[src/rtl/key_repeat_ctrl.sv]
`default_nettype none
// ============================================================================
//  Module      : key_repeat_ctrl
//  Description : Synchronises and debounces two active-low push-buttons and
//                turns them into single-cycle increment/decrement strobes
//                with hold-to-repeat. A shared FSM owns the repeat timer and
//                locks out all pulses while both keys are involved.
//  Ports       : clk       - system clock (only clock)
//                rst_n     - asynchronous active-low reset
//                key1      - raw increase button, 0 = pressed
//                key2      - raw decrease button, 0 = pressed
//                inc_pulse - one-cycle increment strobe
//                dec_pulse - one-cycle decrement strobe
//                key1_held - debounced key1 level, 1 = pressed
//                key2_held - debounced key2 level, 1 = pressed
//  Revision    : 1.0 - initial release
// ============================================================================
module key_repeat_ctrl #(
   parameter int DEBOUNCE_CYCLES = 500000,
   parameter int REPEAT_DELAY    = 25000000,
   parameter int REPEAT_PERIOD   = 5000000,
   parameter int CNT_W           = 25
) (
   input  logic clk,
   input  logic rst_n,
   input  logic key1,
   input  logic key2,
   output logic inc_pulse,
   output logic dec_pulse,
   output logic key1_held,
   output logic key2_held
);

   localparam logic [CNT_W-1:0] C_DB_LAST  = CNT_W'(DEBOUNCE_CYCLES - 1);
   localparam logic [CNT_W-1:0] C_DLY_LAST = CNT_W'(REPEAT_DELAY - 1);
   localparam logic [CNT_W-1:0] C_PER_LAST = CNT_W'(REPEAT_PERIOD - 1);

   logic [1:0] w_key_raw;   // index 0 = key1, 1 = key2; 1 = released
   logic [1:0] w_db;        // debounced level, 1 = released
   logic [1:0] w_held;      // registered inverse of w_db
   logic [1:0] w_pressed;
   logic [1:0] w_press_evt;

   assign w_key_raw = {key2, key1};

   // ------------------------------------------------------------------------
   // Per-key synchroniser and debouncer
   // ------------------------------------------------------------------------
   for (genvar k = 0; k < 2; k++) begin : g_key
      logic             sync1_q, sync1_d;
      logic             sync2_q, sync2_d;
      logic             db_q, db_d;
      logic             held_q, held_d;
      logic [CNT_W-1:0] cnt_q, cnt_d;

      always_comb begin
         sync1_d = w_key_raw[k];
         sync2_d = sync1_q;
         held_d  = ~db_q;
         db_d    = db_q;
         cnt_d   = '0;
         if (sync2_q != db_q) begin
            if (cnt_q == C_DB_LAST) begin
               db_d = sync2_q;
            end else begin
               cnt_d = cnt_q + 1'b1;
            end
         end
      end

      always_ff @(posedge clk or negedge rst_n) begin
         if (!rst_n) begin
            sync1_q <= 1'b1;
            sync2_q <= 1'b1;
            db_q    <= 1'b1;
            held_q  <= 1'b0;
            cnt_q   <= '0;
         end else begin
            sync1_q <= sync1_d;
            sync2_q <= sync2_d;
            db_q    <= db_d;
            held_q  <= held_d;
            cnt_q   <= cnt_d;
         end
      end

      assign w_db[k]   = db_q;
      assign w_held[k] = held_q;
   end

   assign w_pressed   = ~w_db;
   // held_q still shows the previous db level, so this is the cycle right
   // after db went released -> pressed.
   assign w_press_evt = w_pressed & ~w_held;

   // ------------------------------------------------------------------------
   // Shared repeat FSM
   // ------------------------------------------------------------------------
   typedef enum logic [1:0] {
      S_IDLE    = 2'd0,
      S_DELAY   = 2'd1,
      S_REPEAT  = 2'd2,
      S_LOCKOUT = 2'd3
   } state_t;

   state_t           state_q, state_d;
   logic [CNT_W-1:0] timer_q, timer_d;
   logic             owner_q, owner_d;   // 0 = key1, 1 = key2
   logic             inc_pulse_q, inc_pulse_d;
   logic             dec_pulse_q, dec_pulse_d;
   logic             w_emit;
   logic             w_other_pressed;
   logic             w_owner_pressed;

   assign w_owner_pressed = w_pressed[owner_q];
   assign w_other_pressed = w_pressed[~owner_q];

   always_comb begin
      state_d = state_q;
      timer_d = timer_q;
      owner_d = owner_q;
      w_emit  = 1'b0;
      case (state_q)
         S_IDLE: begin
            if (w_press_evt[0] && !w_pressed[1]) begin
               w_emit  = 1'b1;
               owner_d = 1'b0;
               timer_d = '0;
               state_d = S_DELAY;
            end else if (w_press_evt[1] && !w_pressed[0]) begin
               w_emit  = 1'b1;
               owner_d = 1'b1;
               timer_d = '0;
               state_d = S_DELAY;
            end else if (|w_press_evt) begin
               // simultaneous press, or press while the other key is held
               state_d = S_LOCKOUT;
            end
         end
         S_DELAY, S_REPEAT: begin
            // exits take priority over timer expiry and never pulse
            if (w_other_pressed) begin
               timer_d = '0;
               state_d = S_LOCKOUT;
            end else if (!w_owner_pressed) begin
               timer_d = '0;
               state_d = S_IDLE;
            end else if (timer_q == ((state_q == S_DELAY) ? C_DLY_LAST : C_PER_LAST)) begin
               w_emit  = 1'b1;
               timer_d = '0;
               state_d = S_REPEAT;
            end else begin
               timer_d = timer_q + 1'b1;
            end
         end
         S_LOCKOUT: begin
            if (!w_pressed[0] && !w_pressed[1]) begin
               state_d = S_IDLE;
            end
         end
         default: begin
            state_d = S_IDLE;
            timer_d = '0;
         end
      endcase
      inc_pulse_d = w_emit & ~owner_d;
      dec_pulse_d = w_emit &  owner_d;
   end

   always_ff @(posedge clk or negedge rst_n) begin
      if (!rst_n) begin
         state_q     <= S_IDLE;
         timer_q     <= '0;
         owner_q     <= 1'b0;
         inc_pulse_q <= 1'b0;
         dec_pulse_q <= 1'b0;
      end else begin
         state_q     <= state_d;
         timer_q     <= timer_d;
         owner_q     <= owner_d;
         inc_pulse_q <= inc_pulse_d;
         dec_pulse_q <= dec_pulse_d;
      end
   end

   assign inc_pulse = inc_pulse_q;
   assign dec_pulse = dec_pulse_q;
   assign key1_held = w_held[0];
   assign key2_held = w_held[1];

endmodule
`default_nettype wire

[config.mk]
export PLATFORM = sky130hd
export DESIGN_NAME = key_repeat_ctrl
export DESIGN_NICKNAME = d
export VERILOG_FILES = /design/src/rtl/key_repeat_ctrl.sv
export SDC_FILE = /design/constraint.sdc
export NUM_CORES = 1
export LEC_CHECK = 0
export ABC_AREA = 1
export CORE_UTILIZATION = 40
export CTS_CLUSTER_DIAMETER = 60
export CTS_CLUSTER_SIZE = 28
export DETAILED_ROUTE_END_ITERATION = 10
export GPL_ROUTABILITY_DRIVEN = 0
export GPL_TIMING_DRIVEN = 0
export MAX_ROUTING_LAYER = met4
export PLACE_DENSITY = 0.63
export SYNTH_ARGS = -nofsm -noshare
export SYNTH_HDL_FRONTEND = slang
export SYNTH_SLANG_ARGS = --single-unit
[constraint.sdc]
create_clock -name clk -period 4 [get_ports clk]
set_clock_uncertainty 0.2 [all_clocks]
set_input_delay 1.2 -clock clk [delete_from_list [all_inputs] [get_ports clk]]
set_output_delay 1.2 -clock clk [all_outputs]
set_load 0.03 [all_outputs]
### Yosys cells after proc, flatten, opt, wreduce, memory -nomap -nowiden

Cells that the tools add are included.

* $add $sub $neg: 3
* bitwise logic cells: 9
* reduce and logical (&&, ||, !) cells: 13
* equality and inequality tests: 12
* $lt $le $gt $ge: 2
* mux-type cells: 32

Operators with widths (count)
* $mux 25: 10
* $add 25x1->25 const B: 3
* $eq 25x19->1 const B: 2
* $pmux 25 s2: 1
* $eq 25x25->1: 1
* $mux 2: 7
* $mux 1: 12
* $ne 4x4->1 const B: 2
* $pmux 2 s3: 1
* $reduce_and 2->1: 3
* $eq 2x2->1 const B: 2
* $lt 1x2->1 const B: 2
* $not 1->1: 4
* $not 2->2: 2
* $reduce_or 2->1: 2
* $logic_and 1x1->1: 3
* $ne 3x3->1 const B: 1
* $reduce_and 3->1: 1
* $and 1x1->1: 2
* $and 2x2->2: 1
* $eq 2x1->1 const B: 1
* $logic_not 1->1: 2
* $logic_not 2->1: 1
* $ne 1x1->1: 2
* other kinds (3): 3

* bits in registers: 88
* word-level logic and storage cells: 86
* output and inout port bits: 4

### Depth between registers and ports, before layout

Gate-level depths: netlist of run 1.

* depth in word-level cells: 8
* depth in mapped cells: 12
* depth with buffers taken out: 11

### Least setup slack after synthesis of run 1

Ideal clock, no wire load.

* path kind: flip-flop to output port
* start point: reg g_key[0].held_q (netlist: key1_held)
* end point: out key1_held
* arrival: 0.522 ns
* slack: 2.078 ns
* stages on the path, launching flop included: 1
* buffers on the path: 0
* path through: dfrtp_1

RTL lines
* from (decl): RTL line 53 `logic held_q, held_d;`
* from (signal assigned): RTL line 82 `held_q <= held_d;`
* to (decl): RTL line 30 `output logic key1_held,`

No word-level cell between the ends.

### Worst setup path in the final report of run 1

* start point: reg g_key[0].held_q (netlist: key1_held)
* end point: out key1_held

No word-level cell between the ends.

==> results of run 1 <==
-- final timing paths --
check | startpoint | to | slack [ns] | cells past startpoint
min | g_key[0].sync1_q$_DFF_PN1_ | g_key[0].sync2_q$_DFF_PN1_ | 0.15 | 0
max reg2reg | g_key[1].cnt_q[0]$_DFF_PN0_ | g_key[1].cnt_q[18]$_DFF_PN0_ | 2.00 | 10
max in group asynchronous | rst_n | g_key[1].db_q$_DFFE_PN1P_ | 2.36 | 2
min reg2reg | g_key[0].sync1_q$_DFF_PN1_ | g_key[0].sync2_q$_DFF_PN1_ | 0.15 | 0
min in group asynchronous | rst_n | g_key[0].cnt_q[3]$_DFF_PN0_ | 0.58 | 1
max | key1_held$_DFF_PN0_ | key1_held | 1.18 | 1
-- report_power, final --
group	internal [mW]	total, mW	leakage (nW)	switching (mW)
combinational	0.0112	0.0435	1.24	0.0323
sequential	0.899	0.903	1.18	0.00402
clock	0.516	0.853	0.146	0.336
-- cells in the mapped netlist (all sizes together) --
| library cell | number | share of area |
|---|---|---|
| nand4 | 22 | 0.027 |
| xnor2 | 1 | 0.0017 |
| a211oi | 2 | 0.0030 |
| o21bai | 1 | 0.0015 |
| a31oi | 3 | 0.0037 |
| nand3b | 2 | 0.0030 |
| dfstp | 6 | 0.031 |
| buf | 6 | 0.013 |
| inv | 96 | 0.072 |
| ha | 8 | 0.020 |
| nor3b | 3 | 0.0044 |
| nand3 | 45 | 0.044 |
| clkbuf | 1 | 0.00074 |
| xor2 | 23 | 0.040 |
| nand2 | 182 | 0.15 |
| nor2 | 163 | 0.13 |
| o21ai | 14 | 0.015 |
| dfrtp | 82 | 0.40 |
| a21oi | 7 | 0.0069 |
| nor3 | 29 | 0.031 |
| nor4 | 1 | 0.0012 |
-- final cells by class --
| cell class | count | area share |
|---|---|---|
| Multi-Input combinational cell | 506 | 0.427 |
| Sequential cell | 88 | 0.390 |
| Inverter | 96 | 0.0640 |
| Clock buffer | 13 | 0.0459 |
| Tap cell | 168 | 0.0371 |
| Timing Repair Buffer | 8 | 0.0168 |
| Buffer | 7 | 0.0126 |
| Clock inverter | 2 | 0.00684 |
-- state kept, by name (all words and copies together) (netlist names) --
| signal | flops |
|---|---|
| g_key.sync2_q | 2 |
| g_key.cnt_q | 50 |
| inc_pulse | 1 |
| dec_pulse | 1 |
| key1_held | 1 |
| key2_held | 1 |
| state_q | 2 |
| owner_q | 1 |
| g_key.db_q | 2 |
| g_key.sync1_q | 2 |
| timer_q | 25 |
-- metrics by stage --
stage	cells	utilization	setup slack (ns)
floorplan	697	-	2.08
global placement	872	0.440	-1.74
detailed placement	873	0.442	1.54
CTS	888	0.466	1.16
global route	888	0.466	1.14
finish	888	0.466	1.18
-- layer usage --
metal	part of all wire	wire length [µm]	GRT usage
met1	0.48	5230	0.241
met2	0.47	5040	0.297
met3	0.032	340	0.0249
met4	0.017	180	0.0788
met5	0	0	-
-- kinds of logic after synthesis --
logic type | synth area share
compound gates | 0.0296
simple gates | 0.388
xor+xnor | 0.0415
fa+ha+maj | 0.0197
buf+inv | 0.0857
flops | 0.436
==> parameters.txt, run 1 <==
Parameter                              Value

Setup path
  Arrival time at the worst endpoint ... 1.42 ns
  WP data required ... 2.60 ns
  Largest fanout on the critical path ... 2
  Nature of the critical path endpoint ... output port
  Type of the setup path with the least slack ... register to output port
  Delay of the slowest cell on the worst path ... 0.69 ns
  Standard cell with the maximum stage delay on the critical path ... sky130_fd_sc_hd__clkdlybuf4s50_1
  Kind of cell adding the most delay to the critical path ... buffers and inverters
  Cell Chain, Critical Path ... clkdlybuf4s50_1
  Number of buffer and inverter instances along the worst setup path ... 1
  CP startpoint kind ... register

STA
  Final worst-path cycle share ... 0.705
  Final hold viol count ... 0
  Fmax ... 355 MHz
  Max-slew violations ... 0
  Slew @ Worst Pin ... 0.494 ns
  Unrepaired setup endpoints after global routing ... false
  Time the worst path needs with I/O delays and setup ... 2.82 ns
  Final hold slack ... 0.155 ns
  Total setup violations reported at the end of the flow ... 0
  Worst max-slew margin expressed relative to the limit ... 0.668
  Summed negative setup slack over all endpoints ... 0 ns

Clock tree
  Clock latency at the later pin of the worst-skew pair ... 0.34 ns
  Post_cts resized ... 0
  Count of hold-fix buffers inserted at cts ... 0
  CTS tree ... yes
  Clock-pin slew on the worst setup and hold paths ... 0.06 ns
  Clk sink count ... 88
  Post-CTS Setup Inserts ... 0
  Root cell of the clock tree ... sky130_fd_sc_hd__clkbuf_16
  CTS H-Tree Depth ... 3
  Maximum root-to-sink buffer count ... 2
  Number of buffers added by the clock tree synthesis step ... 9

GRT
  Overall global routing resource usage ... 0.187
  Pin count of the biggest net entering global routing ... 63
  Remaining global-route overflow ... 0
  Antenna violations before repair ... 0
  Vias in the first global route ... 4199
  Global-route wire length before repair ... 18.8 mm

Synth
  Post-Synthesis Cells ... 697
  Average cell area after synthesis ... 7.27 µm²
  Register bit total from synthesis ... 88
  Part of the Yosys area used for sequential elements ... 0.436
  Nets in the synthesized netlist ... 709
  Count of distinct cell types in the synthesized netlist ... 33
  Yosys warning count ... 0
  Post-synth design cell area ... 5070 µm²

Floorplan
  Height of the chip ... 115 µm
  Die area ... 13100 µm²
  Horiz. Die Dim ... 115 µm
  Top Ports ... 8
  Effective utilization at floorplan ... 0.417
  Area inside the core boundary ... 12200 µm²
  Number of standard-cell rows in the floorplan ... 40

Placement
  HPWL reported at the end of detailed placement ... 8.06 mm
  Area of placed instances ... 5370 µm²
  Number of buffers inserted by port buffering ... 7

Routing
  Pre-antenna DRT Iters ... 5
  Via count ... 4337
  Final Routed Wirelength ... 10.8 mm
  Remaining antenna violation count ... 0
  DRC violations left ... 0
  Number of vias per cell after detailed routing ... 4.88
  Number of design-rule violations left by the first detailed-router iteration ... 274
  Detailed-route wire length per cell ... 12.1 µm

Status
  Status ... completed

Flow run
  Max-capacitance violation count ... 0

Power and ir drop
  PD cells ... 317 nW/µm²
  Static power due to leakage ... 2.57 nW
  Post-layout total power ... 1.80 mW
  Worst IR drop on VDD ... 0.000170 V

Cells and area
  Antenna diode count ... 0
  Growth of design area from synthesis to finish ... 11.9%
  FF/Latch Area ... 2210 µm²
  Number of nets in the layout ... 728
  Share of layout cells above drive strength 1 ... 0.0750
  Summed area of non-filler cells in the final layout ... 5670 µm²
  Multi-input gate area ... 2420 µm²
  Total of fill cells in the finished design ... 1207
  Leading cell type in the layout, fill and taps excluded ... sky130_fd_sc_hd__nand2_1
  Commonest cells after routing, fill and taps aside ... 172 x sky130_fd_sc_hd__nand2_1, 153 x sky130_fd_sc_hd__nor2_1, 91 x sky130_fd_sc_hd__inv_1

Worst hold path
  Type of the worst min-delay path ... register to register
No activity file was read; power rests on OpenSTA's default activity.
==> inputs of run 2 (changes only) <==
--- a/config.mk
+++ b/config.mk
@@ -13,7 +13,7 @@
 export GPL_ROUTABILITY_DRIVEN = 0
 export GPL_TIMING_DRIVEN = 0
 export MAX_ROUTING_LAYER = met4
-export PLACE_DENSITY = 0.63
+export PLACE_DENSITY = 0.65
 export SYNTH_ARGS = -nofsm -noshare
 export SYNTH_HDL_FRONTEND = slang
 export SYNTH_SLANG_ARGS = --single-unit
==> constraint.sdc (replaced) <==
create_clock -name clk -period 2.3 [get_ports clk]
set_clock_uncertainty 0.2 [all_clocks]
set_input_delay 0.69 -clock clk [delete_from_list [all_inputs] [get_ports clk]]
set_output_delay 0.69 -clock clk [all_outputs]
set_load 0.03 [all_outputs]
==> run 2 against run 1 <==
Effect of this change: wire length decreased by 0.48%; die area did not move; count of clock-buffer cells in the layout is 3 lower; combinational power increased by 73%; cell area hardly changed; via count is 1.1% higher; power increased by 74%; critical path depth unchanged; largest cell class unchanged; utilization about the same.
==> parameters.txt, run 2 (synthesis gave the netlist of run 1 again) <==
Parameter                              Value

Status
  Status ... completed

Setup path
  Nature of the critical path endpoint ... output port
  WP data required ... 1.41 ns (-1.19 ns)
  Type of the setup path with the least slack ... register to output port
  Delay of the slowest cell on the worst path ... 0.66 ns (-0.03 ns)
  Arrival time at the worst endpoint ... 1.32 ns (-0.10 ns)
  CP startpoint kind ... register
  Largest fanout on the critical path ... 1 (-1)
  Cell Chain, Critical Path ... clkdlybuf4s50_1
  Number of buffer and inverter instances along the worst setup path ... 1 (unchanged)
  Kind of cell adding the most delay to the critical path ... buffers and inverters
  Standard cell with the maximum stage delay on the critical path ... sky130_fd_sc_hd__clkdlybuf4s50_1

STA
  Unrepaired setup endpoints after global routing ... false
  Final worst-path cycle share ... 0.959
  Fmax ... 453 MHz
  Final hold viol count ... 0 (unchanged)
  Worst max-slew margin expressed relative to the limit ... 0.676 (+0.00727)
  Slew @ Worst Pin ... 0.487 ns (-0.00710 ns)
  Time the worst path needs with I/O delays and setup ... 2.21 ns
  Max-slew violations ... 0 (unchanged)
  Total setup violations reported at the end of the flow ... 0 (unchanged)
  Summed negative setup slack over all endpoints ... 0 ns (unchanged)

Power and ir drop
  Static power due to leakage ... 2.56 nW (-0.28%)
  PD cells ... 552 nW/µm² (+74%)
  Clk pwr share ... 0.474 (about the same)
  Comb pwr share ... 0.024 (about the same)
  Switching power of the nets ... 699 µW (+87%)
  Share of power burned in registers ... 0.502 (about the same)
  Internal Dissipation ... 2.43 mW (+70%)
  Share of total power consumed by net switching ... 0.223 (+0.0162)
  Worst IR drop on VDD ... 0.000341 V (+100%)

Cells and area
  Summed area of non-filler cells in the final layout ... 5670 µm² (about the same)
  Total of fill cells in the finished design ... 1180 (-2.2%)
  Register with the most flip-flops ... g_key.cnt_q
  FF/Latch Area ... 2210 µm² (unchanged)
  Leading cell type in the layout, fill and taps excluded ... sky130_fd_sc_hd__nand2_1
  Commonest cells after routing, fill and taps aside ... 172 x sky130_fd_sc_hd__nand2_1, 153 x sky130_fd_sc_hd__nor2_1, 91 x sky130_fd_sc_hd__inv_1
  Final Non-Filler Cells ... 889 (+0.11%)
  Antenna diode count ... 0 (unchanged)
  Number of nets in the layout ... 728 (unchanged)
  Multi-input gate area ... 2420 µm² (unchanged)
  Max FFs per register ... 50 (unchanged)
  Growth of design area from synthesis to finish ... 11.8% (about the same)
  Registers with the most flip-flops ... g_key.cnt_q (50), timer_q (25)
  Share of layout cells above drive strength 1 ... 0.0777 (+0.00267)

GRT
  Vias in the first global route ... 4235 (+0.86%)
  Global-route wire length before repair ... 18.8 mm (about the same)
  Overall global routing resource usage ... 0.185 (-0.00243)
  Remaining global-route overflow ... 0 (unchanged)
  Antenna violations before repair ... 0 (unchanged)
  Pin count of the biggest net entering global routing ... 60 (-4.8%)

Placement
  Area of placed instances ... 5370 µm² (unchanged)
  Post-placement cell count ... 873 (unchanged)
  HPWL reported at the end of detailed placement ... 8.07 mm (+0.14%)
  Number of buffers inserted by port buffering ... 7 (unchanged)

Clock tree
  Count of hold-fix buffers inserted at cts ... 0 (unchanged)
  Maximum root-to-sink buffer count ... 2 (unchanged)
  Root cell of the clock tree ... sky130_fd_sc_hd__clkbuf_16
  CTS H-Tree Depth ... 3 (unchanged)
  Clock-pin slew on the worst setup and hold paths ... 0.06 ns (about the same)
  Clk sink count ... 88 (unchanged)
  CTS tree ... yes
  Clock latency at the later pin of the worst-skew pair ... 0.34 ns (about the same)
  Number of buffers added by the clock tree synthesis step ... 9 (unchanged)

Floorplan
  Effective utilization at floorplan ... 0.417 (unchanged)
  Number of standard-cell rows in the floorplan ... 40 (unchanged)
  Area inside the core boundary ... 12200 µm² (unchanged)
  Horiz. Die Dim ... 115 µm (unchanged)
  Die area ... 13100 µm² (unchanged)
  Height of the chip ... 115 µm (unchanged)
  Top Ports ... 8 (unchanged)

Flow run
  Max-capacitance violation count ... 0 (unchanged)

Routing
  Pre-antenna DRT Iters ... 5 (unchanged)
  Final Routed Wirelength ... 10.7 mm (-0.48%)
  Remaining antenna violation count ... 0 (unchanged)
  DRC violations left ... 0 (unchanged)
  Number of vias per cell after detailed routing ... 4.93 (+0.99%)
  Number of design-rule violations left by the first detailed-router iteration ... 304 (+11%)
  Detailed-route wire length per cell ... 12.1 µm (-0.59%)
  Via count ... 4385 (+1.1%)

Worst hold path
  Type of the worst min-delay path ... input pin to asynchronous set/reset pin
==> run 2: cell count changes in the layout (fill, tap and decap cells not counted) <==
cell and change:
sky130_fd_sc_hd__clkinv_4 +1, sky130_fd_sc_hd__clkdlybuf4s50_1 -2, sky130_fd_sc_hd__inv_6 +1, sky130_fd_sc_hd__clkinv_2 +1, sky130_fd_sc_hd__dlygate4sd2_1 +2, sky130_fd_sc_hd__clkbuf_1 -1, sky130_fd_sc_hd__clkinvlp_4 +1, sky130_fd_sc_hd__clkbuf_8 -2
==> run 2: final timing paths <==
kind                                             from                          to  slack, ns  cells after the start
min                                             rst_n     timer_q[17]$_DFFE_PN0P_       0.08                      1
max in group asynchronous                       rst_n  g_key[0].sync2_q$_DFF_PN1_       1.15                      2
min in group clk           g_key[1].sync1_q$_DFF_PN1_  g_key[1].sync2_q$_DFF_PN1_       0.16                      0
min reg2reg                g_key[1].sync1_q$_DFF_PN1_  g_key[1].sync2_q$_DFF_PN1_       0.16                      0
max reg2reg                    state_q[0]$_DFFE_PN0P_     timer_q[23]$_DFFE_PN0P_       0.27                      8
max                               dec_pulse$_DFF_PN0_                   dec_pulse       0.09                      1
==> run 2: area by class of cell <==
cell class | instances | area share
buffer | 7 | 0.0126
clock buffer | 10 | 0.0404
clock inverter | 6 | 0.0121
inverter | 96 | 0.0640
multi-input combinational | 506 | 0.428
sequential | 88 | 0.390
tap | 168 | 0.0371
timing repair buffer | 8 | 0.0163
==> run 2: power by group through the flow <==
stage / combinational [mW] / sequential, mW / clock (mW)
after floorplan: 0.0275 / 1.60 / 0
after global placement: 0.0723 / 1.60 / 0
after detailed placement: 0.0792 / 1.60 / 0
after CTS: 0.0794 / 1.57 / 1.52
after global routing: 0.0898 / 1.57 / 1.59
final: 0.0754 / 1.57 / 1.48
==> run 2: timing repair <==
item	in CTS	in global routing
endpoints found under the setup margin	2	0
gates resized for setup	2	0
buffers inserted	0	0
==> run 2: per-layer routing <==
metal,vias to the layer above,wire [µm],GRT usage
met2,102,5090,0.304
met3,14,398,0.0386
li1,2210,-,-
met1,2059,5110,0.230
met4,0,137,0.0519
met5,-,0,-
==> run 2: per-stage QoR <==
step | power (mW) | setup slack, ns | utilization | hold slack, ns
2_1_floorplan | 1.62 | 0.508 | - | 0.145
3_3_place_gp | 1.67 | -2.92 | 0.440 | 0.146
3_5_place_dp | 1.68 | 0.277 | 0.442 | 0.151
4_1_cts | 3.17 | 0.0794 | 0.466 | 0.0936
5_1_grt | 3.25 | 0.0487 | 0.466 | 0.111
6_report | 3.13 | 0.0938 | 0.466 | 0.0806
==> inputs of run 3 (changes only) <==
--- a/config.mk
+++ b/config.mk
@@ -12,8 +12,7 @@
 export DETAILED_ROUTE_END_ITERATION = 10
 export GPL_ROUTABILITY_DRIVEN = 0
 export GPL_TIMING_DRIVEN = 0
-export MAX_ROUTING_LAYER = met4
-export PLACE_DENSITY = 0.65
+export PLACE_DENSITY = 0.58
 export SYNTH_ARGS = -nofsm -noshare
 export SYNTH_HDL_FRONTEND = slang
 export SYNTH_SLANG_ARGS = --single-unit
==> run 3 against run 2 <==
Effect of this change: sequential power about the same; critical path depth unchanged; first-iteration DRC count decreased by 39%; die area unchanged; hold slack got worse by 0.031 ns; fmax decreased by 1.9%; global-route usage increased by 0.29 points; wire length increased by 3.0%; power increased by 6.8%; non-clock buffer count unchanged.
==> parameters.txt, run 3 (synthesis gave the netlist of run 1 again) <==
Parameter                              Value

Cells and area
  Growth of design area from synthesis to finish ... 12.7%
  Share of layout cells above drive strength 1 ... 0.0791 (+0.00139)
  Registers with the most flip-flops ... g_key.cnt_q (50), timer_q (25)
  Leading cell type in the layout, fill and taps excluded ... sky130_fd_sc_hd__nand2_1
  Summed area of non-filler cells in the final layout ... 5710 µm² (+0.79%)
  Max FFs per register ... 50 (unchanged)
  Antenna diode count ... 0 (unchanged)
  Register with the most flip-flops ... g_key.cnt_q
  Commonest cells after routing, fill and taps aside ... 172 x sky130_fd_sc_hd__nand2_1, 153 x sky130_fd_sc_hd__nor2_1, 91 x sky130_fd_sc_hd__inv_1
  Number of nets in the layout ... 728 (unchanged)

Flow run
  Max-capacitance violation count ... 0 (unchanged)

Setup path
  Standard cell with the maximum stage delay on the critical path ... sky130_fd_sc_hd__clkdlybuf4s50_1
  CP startpoint kind ... register
  Cell Chain, Critical Path ... clkdlybuf4s50_1
  Number of buffer and inverter instances along the worst setup path ... 1 (unchanged)
  Delay of the slowest cell on the worst path ... 0.68 ns (+0.02 ns)
  Largest fanout on the critical path ... 1 (unchanged)
  Kind of cell adding the most delay to the critical path ... buffers and inverters
  WP data required ... 1.41 ns (about the same)
  Nature of the critical path endpoint ... output port
  Arrival time at the worst endpoint ... 1.36 ns (+0.04 ns)
  Type of the setup path with the least slack ... register to output port

Routing
  Remaining antenna violation count ... 0 (unchanged)
  Final Routed Wirelength ... 11.1 mm (+3.0%)
  Via count ... 4235 (-3.4%)
  DRC violations left ... 0 (unchanged)
  Pre-antenna DRT Iters ... 4 (-1)
  Detailed-route wire length per cell ... 12.4 µm (+3.0%)
  Number of vias per cell after detailed routing ... 4.76 (-3.4%)
  Number of design-rule violations left by the first detailed-router iteration ... 186 (-39%)

Floorplan
  Die area ... 13100 µm² (unchanged)
  Top Ports ... 8 (unchanged)
  Area inside the core boundary ... 12200 µm² (unchanged)
  Horiz. Die Dim ... 115 µm (unchanged)
  Number of standard-cell rows in the floorplan ... 40 (unchanged)
  Effective utilization at floorplan ... 0.417 (unchanged)
  Height of the chip ... 115 µm (unchanged)

Status
  Status ... completed

GRT
  Antenna violations before repair ... 0 (unchanged)
  Vias in the first global route ... 4217 (-0.43%)
  Pin count of the biggest net entering global routing ... 66 (+10%)
  Overall global routing resource usage ... 0.188 (+0.00294)
  Remaining global-route overflow ... 0 (unchanged)
  Global-route wire length before repair ... 19.2 mm (+2.3%)

Power and ir drop
  PD cells ... 585 nW/µm² (+6.0%)
  Comb pwr share ... 0.023 (about the same)
  Static power due to leakage ... 2.59 nW (+1.0%)
  Clk pwr share ... 0.508 (+0.034)
  Share of total power consumed by net switching ... 0.209 (-0.0147)
  Worst IR drop on VDD ... 0.000356 V (+4.6%)
  Internal Dissipation ... 2.65 mW (+8.9%)
  Share of power burned in registers ... 0.469 (-0.033)
  Switching power of the nets ... 698 µW (-0.17%)

STA
  Fmax ... 445 MHz (-1.9%)
  Final hold viol count ... 0 (unchanged)
  Total setup violations reported at the end of the flow ... 0 (unchanged)
  Final worst-path cycle share ... 0.978 (+0.0187)
  Time the worst path needs with I/O delays and setup ... 2.25 ns (+0.0431 ns)
  Worst max-slew margin expressed relative to the limit ... 0.666 (-0.00929)
  Final hold slack ... 0.0492 ns (-0.0314 ns)
  Max-slew violations ... 0 (unchanged)
  Slew @ Worst Pin ... 0.497 ns (+0.0101 ns)
  Unrepaired setup endpoints after global routing ... false

Clock tree
  Number of buffers added by the clock tree synthesis step ... 9 (unchanged)
  Clock latency at the later pin of the worst-skew pair ... 0.34 ns (about the same)
  Clock-pin slew on the worst setup and hold paths ... 0.07 ns (about the same)
  Root cell of the clock tree ... sky130_fd_sc_hd__clkbuf_16
  Post-CTS Setup Inserts ... 0 (unchanged)
  Clk sink count ... 88 (unchanged)
  CTS H-Tree Depth ... 3 (unchanged)
  Maximum root-to-sink buffer count ... 2 (unchanged)
  CTS tree ... yes

Placement
  HPWL reported at the end of detailed placement ... 8.20 mm (+1.5%)
  Area of placed instances ... 5370 µm² (unchanged)
  Number of buffers inserted by port buffering ... 7 (unchanged)

Worst hold path
  Type of the worst min-delay path ... input pin to asynchronous set/reset pin
==> run 3: changes by cell type in the layout (fill, tap and decap cells not counted) <==
cell,before,now
sky130_fd_sc_hd__clkinv_2,1,2
sky130_fd_sc_hd__clkbuf_1,2,1
sky130_fd_sc_hd__clkinv_4,2,1
sky130_fd_sc_hd__bufinv_16,1,3
sky130_fd_sc_hd__clkinvlp_4,1,0
==> run 3: cell type report <==
cell class              count  area [µm²]
fillers                  1219        6450
multi-input cells         506        2420
flip-flops and latches     88        2210
inverters                  96         363
clock buffers               9         225
well taps                 168         210
clock inverters             7         118
repair buffers              8        92.6
plain buffers               7        71.3
==> run 3: worst paths after layout <==
path                                              from                            to  slack [ns]  cells after the start
setup reg to reg           g_key[1].cnt_q[0]$_DFF_PN0_  g_key[1].cnt_q[18]$_DFF_PN0_        0.29                     10
hold / removal                                   rst_n  g_key[0].cnt_q[19]$_DFF_PN0_        0.05                      1
min in group clk            g_key[1].sync1_q$_DFF_PN1_    g_key[1].sync2_q$_DFF_PN1_        0.16                      0
setup / recovery                   inc_pulse$_DFF_PN0_                     inc_pulse        0.05                      1
max in group asynchronous                        rst_n    g_key[1].sync1_q$_DFF_PN1_        1.16                      2
hold reg to reg             g_key[1].sync1_q$_DFF_PN1_    g_key[1].sync2_q$_DFF_PN1_        0.16                      0
==> run 3: per-layer routing <==
metal / GRT usage / routed length, µm
met5: 0 / 0
met1: 0.256 / 5610
met2: 0.299 / 5040
met3: 0.0397 / 305
met4: 0.0563 / 99
==> run 3: what timing repair did <==
action                                  4_1_cts  5_1_grt
hold buffers                                  0        0
gates resized for setup                       2        0
endpoints found under the setup margin        2        0
==> run 3: stage by stage <==
stage	setup TNS (ns)	utilization	std cells	power, mW	worst slack (ns)
finish	0	0.470	889	3.34	0.0508
global route	0	0.470	889	3.47	0.0294
CTS	0	0.470	889	3.38	0.0346
detailed placement	0	0.442	873	1.68	0.297
global placement	-260.17	0.440	872	1.67	-3.04
floorplan	0	-	697	1.62	0.508
==> run 3: power groups by stage <==
| stage | Clock, mW | Combinational (mW) | Sequential [mW] |
|---|---|---|---|
| 2_1_floorplan | 0 | 0.0275 | 1.60 |
| 4_1_cts | 1.73 | 0.0804 | 1.57 |
| 5_1_grt | 1.80 | 0.0910 | 1.57 |
| 6_report | 1.70 | 0.0762 | 1.57 |
| 3_5_place_dp | 0 | 0.0810 | 1.60 |
| 3_3_place_gp | 0 | 0.0740 | 1.60 |
